`config.mk`:
```
export PLATFORM = sky130hd
export DESIGN_NAME = mc_controller
export DESIGN_NICKNAME = d
export VERILOG_FILES = /design/src/rtl/mc_controller.sv
export SDC_FILE = /design/constraint.sdc
export NUM_CORES = 1
export LEC_CHECK = 0
export CORE_MARGIN = 2
export CORE_UTILIZATION = 39
export CTS_BUF_LIST = sky130_fd_sc_hd__clkbuf_2 sky130_fd_sc_hd__clkbuf_4 sky130_fd_sc_hd__clkbuf_8
export DETAILED_ROUTE_END_ITERATION = 7
export GPL_ROUTABILITY_DRIVEN = 0
export PLACE_DENSITY = 0.9
export SLEW_MARGIN = 20
export SYNTH_ARGS = -nofsm -noshare
export SYNTH_HDL_FRONTEND = slang
export SYNTH_SLANG_ARGS = --single-unit
export TNS_END_PERCENT = 100
```
`constraint.sdc`:
```
create_clock -name clk -period 2.2 [get_ports clk]
set_clock_uncertainty 0.05 [all_clocks]
set_input_delay 0.44 -clock clk [delete_from_list [all_inputs] [get_ports clk]]
set_output_delay 0.44 -clock clk [all_outputs]
set_load 0.02 [all_outputs]
```
`src/rtl/mc_controller.sv`:
```
// -----------------------------------------------------------------------------
// mc_controller
//   Main control unit for the multicycle MIPS datapath. A Moore FSM walks one
//   instruction at a time through fetch, decode, execute, memory and
//   write-back, and drives every enable and mux select of the datapath. An ALU
//   decoder maps the R-type funct field onto alucontrol.
//
//   Parameter MEM_WAIT holds FETCH, MEMRD and MEMWR for MEM_WAIT extra cycles
//   so that slow memory can be used (0 = single-cycle memory).
//
//   Optional feature, macro MC_BNE_EN: when defined, bne (op 000101) is
//   executed in state BNEEX (12). When undefined, bne is an unknown opcode.
//
// Ports
//   clk, reset        clock; synchronous active-high reset
//   op, funct, zero   IR opcode/function fields and the ALU zero flag
//   pcen              PC enable (pcwrite | branch taken)
//   memwrite, irwrite, regwrite   write strobes (forced low during reset)
//   iord, memtoreg, regdst, alusrca, alusrcb, pcsrc   datapath mux selects
//   alucontrol        ALU operation (010 = add by default)
//   illegal           one-cycle pulse in DECODE on an unknown opcode
//   state             current state encoding, for debug
// -----------------------------------------------------------------------------
module mc_controller #(
    parameter int MEM_WAIT = 0
) (
    input  logic       clk,
    input  logic       reset,
    input  logic [5:0] op,
    input  logic [5:0] funct,
    input  logic       zero,
    output logic       pcen,
    output logic       memwrite,
    output logic       irwrite,
    output logic       regwrite,
    output logic       iord,
    output logic       memtoreg,
    output logic       regdst,
    output logic       alusrca,
    output logic [1:0] alusrcb,
    output logic [1:0] pcsrc,
    output logic [2:0] alucontrol,
    output logic       illegal,
    output logic [3:0] state
);

    localparam int CW = (MEM_WAIT < 1) ? 1 : $clog2(MEM_WAIT + 1);

    localparam logic [5:0] OP_RTYPE = 6'b000000;
    localparam logic [5:0] OP_LW    = 6'b100011;
    localparam logic [5:0] OP_SW    = 6'b101011;
    localparam logic [5:0] OP_BEQ   = 6'b000100;
    localparam logic [5:0] OP_ADDI  = 6'b001000;
    localparam logic [5:0] OP_J     = 6'b000010;
`ifdef MC_BNE_EN
    localparam logic [5:0] OP_BNE   = 6'b000101;
`endif

    typedef enum logic [3:0] {
        S_FETCH   = 4'd0,
        S_DECODE  = 4'd1,
        S_MEMADR  = 4'd2,
        S_MEMRD   = 4'd3,
        S_MEMWB   = 4'd4,
        S_MEMWR   = 4'd5,
        S_RTYPEEX = 4'd6,
        S_RTYPEWB = 4'd7,
        S_BEQEX   = 4'd8,
        S_ADDIEX  = 4'd9,
        S_ADDIWB  = 4'd10,
        S_JEX     = 4'd11,
        S_BNEEX   = 4'd12
    } state_t;

    state_t        state_q, state_d;
    logic [CW-1:0] cnt_q, cnt_d;
    logic          last_wait;

    // Raw (ungated) strobes; reset masks them on the way out.
    logic pcwrite, branch, irwrite_r, memwrite_r, regwrite_r, illegal_r;
`ifdef MC_BNE_EN
    logic branch_ne;
`endif

    // The memory states are complete once the counter has reached MEM_WAIT.
    assign last_wait = (cnt_q == CW'(MEM_WAIT));
    assign state     = state_q;

    // Next-state and wait-counter logic.
    always_comb begin
        // NOTE: every variable gets a default first so no path leaves it unassigned (no latch).
        state_d = state_q;
        cnt_d   = '0;
        case (state_q)
            S_FETCH: begin
                if (last_wait) state_d = S_DECODE;
                else           cnt_d   = cnt_q + 1'b1;
            end
            S_DECODE: begin
                case (op)
                    OP_LW, OP_SW: state_d = S_MEMADR;
                    OP_RTYPE:     state_d = S_RTYPEEX;
                    OP_BEQ:       state_d = S_BEQEX;
                    OP_ADDI:      state_d = S_ADDIEX;
                    OP_J:         state_d = S_JEX;
`ifdef MC_BNE_EN
                    OP_BNE:       state_d = S_BNEEX;
`endif
                    default:      state_d = S_FETCH;
                endcase
            end
            S_MEMADR: begin
                if (op == OP_SW)      state_d = S_MEMWR;
                else if (op == OP_LW) state_d = S_MEMRD;
                else                  state_d = S_FETCH;
            end
            S_MEMRD: begin
                if (last_wait) state_d = S_MEMWB;
                else           cnt_d   = cnt_q + 1'b1;
            end
            S_MEMWR: begin
                if (last_wait) state_d = S_FETCH;
                else           cnt_d   = cnt_q + 1'b1;
            end
            S_RTYPEEX: state_d = S_RTYPEWB;
            S_ADDIEX:  state_d = S_ADDIWB;
            default:   state_d = S_FETCH;
        endcase
    end

    always_ff @(posedge clk) begin
        // NOTE: sequential state uses non-blocking assignments so all flops update together.
        if (reset) begin
            state_q <= S_FETCH;
            cnt_q   <= '0;
        end else begin
            state_q <= state_d;
            cnt_q   <= cnt_d;
        end
    end

    // Moore output decode from state and wait counter.
    always_comb begin
        pcwrite    = 1'b0;
        branch     = 1'b0;
        irwrite_r  = 1'b0;
        memwrite_r = 1'b0;
        regwrite_r = 1'b0;
        illegal_r  = 1'b0;
        iord       = 1'b0;
        memtoreg   = 1'b0;
        regdst     = 1'b0;
        alusrca    = 1'b0;
        alusrcb    = 2'b00;
        pcsrc      = 2'b00;
        alucontrol = 3'b010;
`ifdef MC_BNE_EN
        branch_ne  = 1'b0;
`endif
        case (state_q)
            S_FETCH: begin
                alusrcb = 2'b01;
                // PC and IR load only once the (possibly stretched) read is done.
                if (last_wait) begin
                    irwrite_r = 1'b1;
                    pcwrite   = 1'b1;
                end
            end
            S_DECODE: begin
                alusrcb = 2'b11;
                case (op)
                    OP_LW, OP_SW, OP_RTYPE, OP_BEQ, OP_ADDI, OP_J: illegal_r = 1'b0;
`ifdef MC_BNE_EN
                    OP_BNE:  illegal_r = 1'b0;
`endif
                    default: illegal_r = 1'b1;
                endcase
            end
            S_MEMADR: begin
                alusrca = 1'b1;
                alusrcb = 2'b10;
            end
            S_MEMRD: iord = 1'b1;
            S_MEMWB: begin
                memtoreg   = 1'b1;
                regwrite_r = 1'b1;
            end
            S_MEMWR: begin
                iord       = 1'b1;
                memwrite_r = 1'b1;
            end
            S_RTYPEEX: begin
                alusrca = 1'b1;
                case (funct)
                    6'b100010: alucontrol = 3'b110;
                    6'b100100: alucontrol = 3'b000;
                    6'b100101: alucontrol = 3'b001;
                    6'b101010: alucontrol = 3'b111;
                    default:   alucontrol = 3'b010;  // add, and unknown funct runs as add
                endcase
            end
            S_RTYPEWB: begin
                regdst     = 1'b1;
                regwrite_r = 1'b1;
            end
            S_BEQEX: begin
                alusrca    = 1'b1;
                alucontrol = 3'b110;
                branch     = 1'b1;
                pcsrc      = 2'b01;
            end
            S_ADDIEX: begin
                alusrca = 1'b1;
                alusrcb = 2'b10;
            end
            S_ADDIWB: regwrite_r = 1'b1;
            S_JEX: begin
                pcsrc   = 2'b10;
                pcwrite = 1'b1;
            end
`ifdef MC_BNE_EN
            S_BNEEX: begin
                alusrca    = 1'b1;
                alucontrol = 3'b110;
                branch_ne  = 1'b1;
                pcsrc      = 2'b01;
            end
`endif
            default: ;
        endcase

`ifdef MC_BNE_EN
        pcen = (pcwrite | (branch & zero) | (branch_ne & ~zero)) & ~reset;
`else
        pcen = (pcwrite | (branch & zero)) & ~reset;
`endif
        memwrite = memwrite_r & ~reset;
        irwrite  = irwrite_r  & ~reset;
        regwrite = regwrite_r & ~reset;
        illegal  = illegal_r  & ~reset;
    end

endmodule
```
; After elaboration in Yosys (flattened, before gate mapping)
; Index checks and enable logic that the tools add are counted.
[totals]
wordCells = 70
input_bits = 15
output_inout_bits = 20
register_bits = 5
[op_classes]
n_addsub = 1
bitwise_logic = 10
n_mux = 23
n_reduce_logical = 11
eq_ne = 23
[ops]
columns = operator, count
row1 = $eq A6 B6 Y1 const B, 6
row2 = $pmux W4 S7, 1
row3 = $pmux W4 S5, 1
row4 = $eq A4 B3 Y1 const B, 4
row5 = $eq A4 B4 Y1 const B, 4
row6 = $mux W4, 3
row7 = $pmux W3 S4, 1
row8 = $mux W1, 11
row9 = $reduce_or A3 Y1, 3
row10 = $eq A4 B2 Y1 const B, 2
row11 = $and A1 B1 Y1, 6
row12 = $eq A6 B2 Y1 const B, 1
row13 = $eq A6 B3 Y1 const B, 1
row14 = $eq A6 B4 Y1 const B, 1
row15 = $logic_not A6 Y1, 1
row16 = $ne A2 B2 Y1 const B, 3
row17 = $pmux W2 S3, 1
row18 = $pmux W3 S2, 1
row19 = $reduce_or A2 Y1, 3
row20 = $reduce_or A6 Y1, 1
row21 = $eq A4 B1 Y1 const B, 1
row22 = $logic_not A4 Y1, 1
row23 = $pmux W2 S2, 1
row24 = $reduce_or A4 Y1, 1
row25 = 7 further kinds, 9

; Longest topological paths before layout
[logic_depth]
ltp_word = 5
ltp_mapped = 6
ltp_nobuf = 4

; Worst setup path before layout
; No wires, ideal clock.
[synth_timing]
path_type = register to output
start = register state_q[2], in the netlist state[2]
end = output port pcen
path_stages_with_launch = 5
n_path_buf = 1
t_arrival_ps = 1940
required_ps = 1710
path_slack_ps = -230
path_cell_list = dfxtp_1 -> buf_2 -> or3_1 -> nor4_1 -> o21bai_1
[synth_between]
elab_chain_cells = 5
elab_cells_between_ends = 8
cone_classes = 2 x eq/ne / 2 x mux / 3 x bitwise / 1 x reduce/logical
[synth_lines]
columns = element, line_no
row1 = from (decl), 75  ; state_t state_q, state_d;
row2 = from (signal assigned), 137  ; state_q <= state_d;
row3 = $eq A4 B4 Y1, 160  ; case (state_q)
row4 = $mux W1, 160
row5 = $and A1 B1 Y1, 235  ; pcen = (pcwrite | (branch & zero)) & ~reset;
row6 = $or A1 B1 Y1 (*), 235
row7 = $and A1 B1 Y1 (*), 235
row8 = to (decl), 32  ; output logic pcen,
; Mark *: on every way between the ends. The rest lies on a longest branch, timed or not.

; Final worst setup path
[layout_timing]
start = register state_q[1], in the netlist state[1]
end = output port alucontrol[1]
[layout_between]
elab_chain_cells = 2
elab_cells_between_ends = 3
cone_classes = 2 x eq/ne / 1 x mux
[layout_lines]
columns = element, line_no
row1 = $eq A4 B4 Y1 / $eq A4 B3 Y1 (equally long branches), 160
row2 = $pmux W3 S2 (*), 160
row3 = to (decl), 42  ; output logic [2:0] alucontrol,
; Marked as above.

==> impl_metrics.toml <==
[critical_path]
r2r_slack_ns = 0.40
rr_worst_depth = 5
slowest_delay_ns = 0.40
crit_top_cell = "or3b_4"
r2r-end = "state[2]$_SDFFE_PP0P_"
cp_max_fo = 4
required_ns = 1.71
rr_startpoint = "state[1]$_SDFFE_PP0P_"
path_cells = "nand2b_4 > or3b_4 > or3b_4 > or2_1 > buf_6"
cp.buffers_inverters = 1
critPathSlowestCell = "dfxtp_2"
crit_family = "simple AND/OR/NAND/NOR gates"
crit_type = "flop to output pin"
crit_path_end_kind = "output pin"
startpoint_type = "flop"
worst-path-stages = 5
endpoint = "alucontrol[1]"
crit_start = "state[1]$_SDFFE_PP0P_"
critPathArrivalTime_ns = 1.85

[placement]
dp_hpwl_mm = 1.79
post-place-cells = 162
io_buffer_count = 34

[floorplan]
die_area_um2 = 1940
fp.dieW_um = 44.0
core_area_um2 = 1510
start_util = 0.414
row_count = 14
die_y_um = 44.0
ios = 35

[final_layout]
layout_commonest_cell = "buf_4"
drive_gt1_frac = 0.429
antenna_cells = 0
multi_input_area_um2 = 569
final_cell_count_no_fill = 172
final_nets = 172
fillers = 74
syn_to_final_growth_pct = 116
final-seq-area_um2 = 110
mostFrequentLayoutCells = "buf_4, clkdlybuf4s50_1, nor2_1"

[route]
post_drt_wl_per_cell_um = 16.9
route.detailed.drc = 0
vias = 1010
drt-total-wl_mm = 2.91
ant_nets = 0
viasPerCell = 5.87
initialDrtViolationCount = 9
drt_pass1_iterations = 4

[synth]
synthTopCellsByArea = "dfxtp_1, nor2_1, nand3b_1"
synth_cell_types = 37
synth.top_cell.area_share = 0.160
postSynthCellCount = 92
ys.flop_type = "dfxtp_1"
synth-edff-count = 0
synth_area_um2 = 624
ys_seq_area_frac = 0.160
syn_nets = 107
synthArstFlopShare = 0
yosysWarnings = 0
synth_area_leader_cell = "dfxtp_1"
avgSynthCellArea_um2 = 6.79
synth_seq_cells = 5

[clocking]
cts_root_buffer = "clkbuf_4"
clk-insertion-delay-late_ns = 0.25
cts_buffers = 3
cts_buffer_depth = 2
clk_pin_slew_ns = 0.05
htree_levels = 1
cts_sinks = 5
cts_tree = "done"

[outcome]
violations = "negative setup slack"
status = "finished, violations left"

[min_path]
hold_class = "flop to flop"

[global_routing]
grt_antenna_before_repair = 0
grt_first_pass_wirelength_mm = 3.80
overflow = 0
track_usage = 0.260
grt_max_degree = 16
grt_pass1_vias = 894

[sta]
max_freq_ghz = 0.428
fin_crit_sh = 1.06
worst_slack_ns = -0.135
setup_tns_ns = -0.319
hold_viol = 0
rsz0062_at_grt = "true"
period_minus_slack_ns = 2.34
finalSetupViolCount = 5
finalMaxSlewViolations = 0

[power]
total_leakage_power_nw = 0.620
finalPower_mw = 0.361
peakVddDrop_v = 0.000295
pwr_density_cell_nw_per_um2 = 268

[run]
cap_violations = 0
[how the worst min path moves through the flow]
| stage | start | to | slack (ns) | depth (start not counted) |
|---|---|---|---|---|
| 2_1_floorplan | cnt_q$_SDFF_PP0_ | state[0]$_SDFFE_PP0P_ | 0.46 | 2 |
| 3_3_place_gp | state[0]$_SDFFE_PP0P_ | state[3]$_SDFFE_PP0P_ | 0.58 | 3 |
| 3_5_place_dp | cnt_q$_SDFF_PP0_ | state[0]$_SDFFE_PP0P_ | 0.59 | 3 |
| 4_1_cts | cnt_q$_SDFF_PP0_ | state[0]$_SDFFE_PP0P_ | 0.60 | 3 |
| 5_1_grt | state[0]$_SDFFE_PP0P_ | state[3]$_SDFFE_PP0P_ | 0.62 | 3 |
| 6_report | cnt_q$_SDFF_PP0_ | state[0]$_SDFFE_PP0P_ | 0.60 | 3 |
[sequential cells by signal (all words and copies together) (netlist names)]
register	count
cnt_q	1
state	4
[area by class of cell]
type,instances,area share
Timing Repair Buffer,69,0.455
Clock buffer,4,0.0223
Multi-Input combinational cell,77,0.423
Tap cell,16,0.0149
Inverter,1,0.00279
Sequential cell,5,0.0818
[metal layers]
metal / share of wire / vias up / track usage / wire length, um
met5: 0 / - / 0 / 0
met4: 0.032 / 0 / 0.145 / 92
met3: 0.086 / 12 / 0.0449 / 249
met2: 0.51 / 70 / 0.491 / 1500
met1: 0.37 / 461 / 0.264 / 1070
li1: - / 467 / - / -
[worst register-to-register path, stage by stage, from the launching register on]
cell and delay [ns]:
dfxtp_2 0.40, buf_4 0.23, nand2b_1 0.15, a311oi_1 0.45, a31oi_1 0.13, a221oi_2 0.29
[power breakdown]
| part | internal [mW] | switching, mW | total (mW) | leakage, nW |
|---|---|---|---|---|
| registers | 0.0919 | 0.00378 | 0.0957 | 0.0434 |
| logic | 0.0787 | 0.0614 | 0.140 | 0.558 |
| clock network | 0.0812 | 0.0436 | 0.125 | 0.0184 |
| total | 0.252 | 0.109 | 0.361 | 0.620 |
[kinds of logic (layout without fill, tap and decap cells)]
group,count (synthesis),after routing,share of synthesized area
AND/OR/NAND/NOR,53,53,0.501
XOR/XNOR,2,2,0.0281
flip-flops,5,5,0.160
other,1,1,0.00601
buffers and inverters,10,74,0.0781
AO/OA/AOI/OAI,21,21,0.226
[stage by stage]
stage	setup WS [ns]	hold slack [ns]	cell area, um^2	util
after CTS	-0.203	0.601	1220	0.810
after detailed placement	-0.634	0.588	1170	0.776
after global routing	-0.179	0.624	1350	0.894
final	-0.135	0.602	1350	0.894
after global placement	-0.579	0.583	1170	0.776
after floorplan	-0.0589	0.455	636	-
[synthesized netlist by cell type, types with 2 or more instances]
cell,number
or3b_1,2
o21bai_1,4
nor3b_1,3
nand2_1,6
nor4_1,4
dfxtp_1,5
nor3_1,6
nand3b_1,5
clkbuf_1,4
a21oi_1,6
nand2b_1,3
nand3_1,3
nor2_1,11
xnor2_1,2
a31oi_1,3
or3b_2,2
buf_2,3
[repair_timing]
item / CTS / global route
hold buffers: 0 / 0
gates resized for setup: 47 / 29
gates cloned: 0 / 0
pin swaps: 3 / 6
buffers inserted: 2 / 4
setup endpoints to repair: 14 / 13
(Power assumes the default switching activity.)
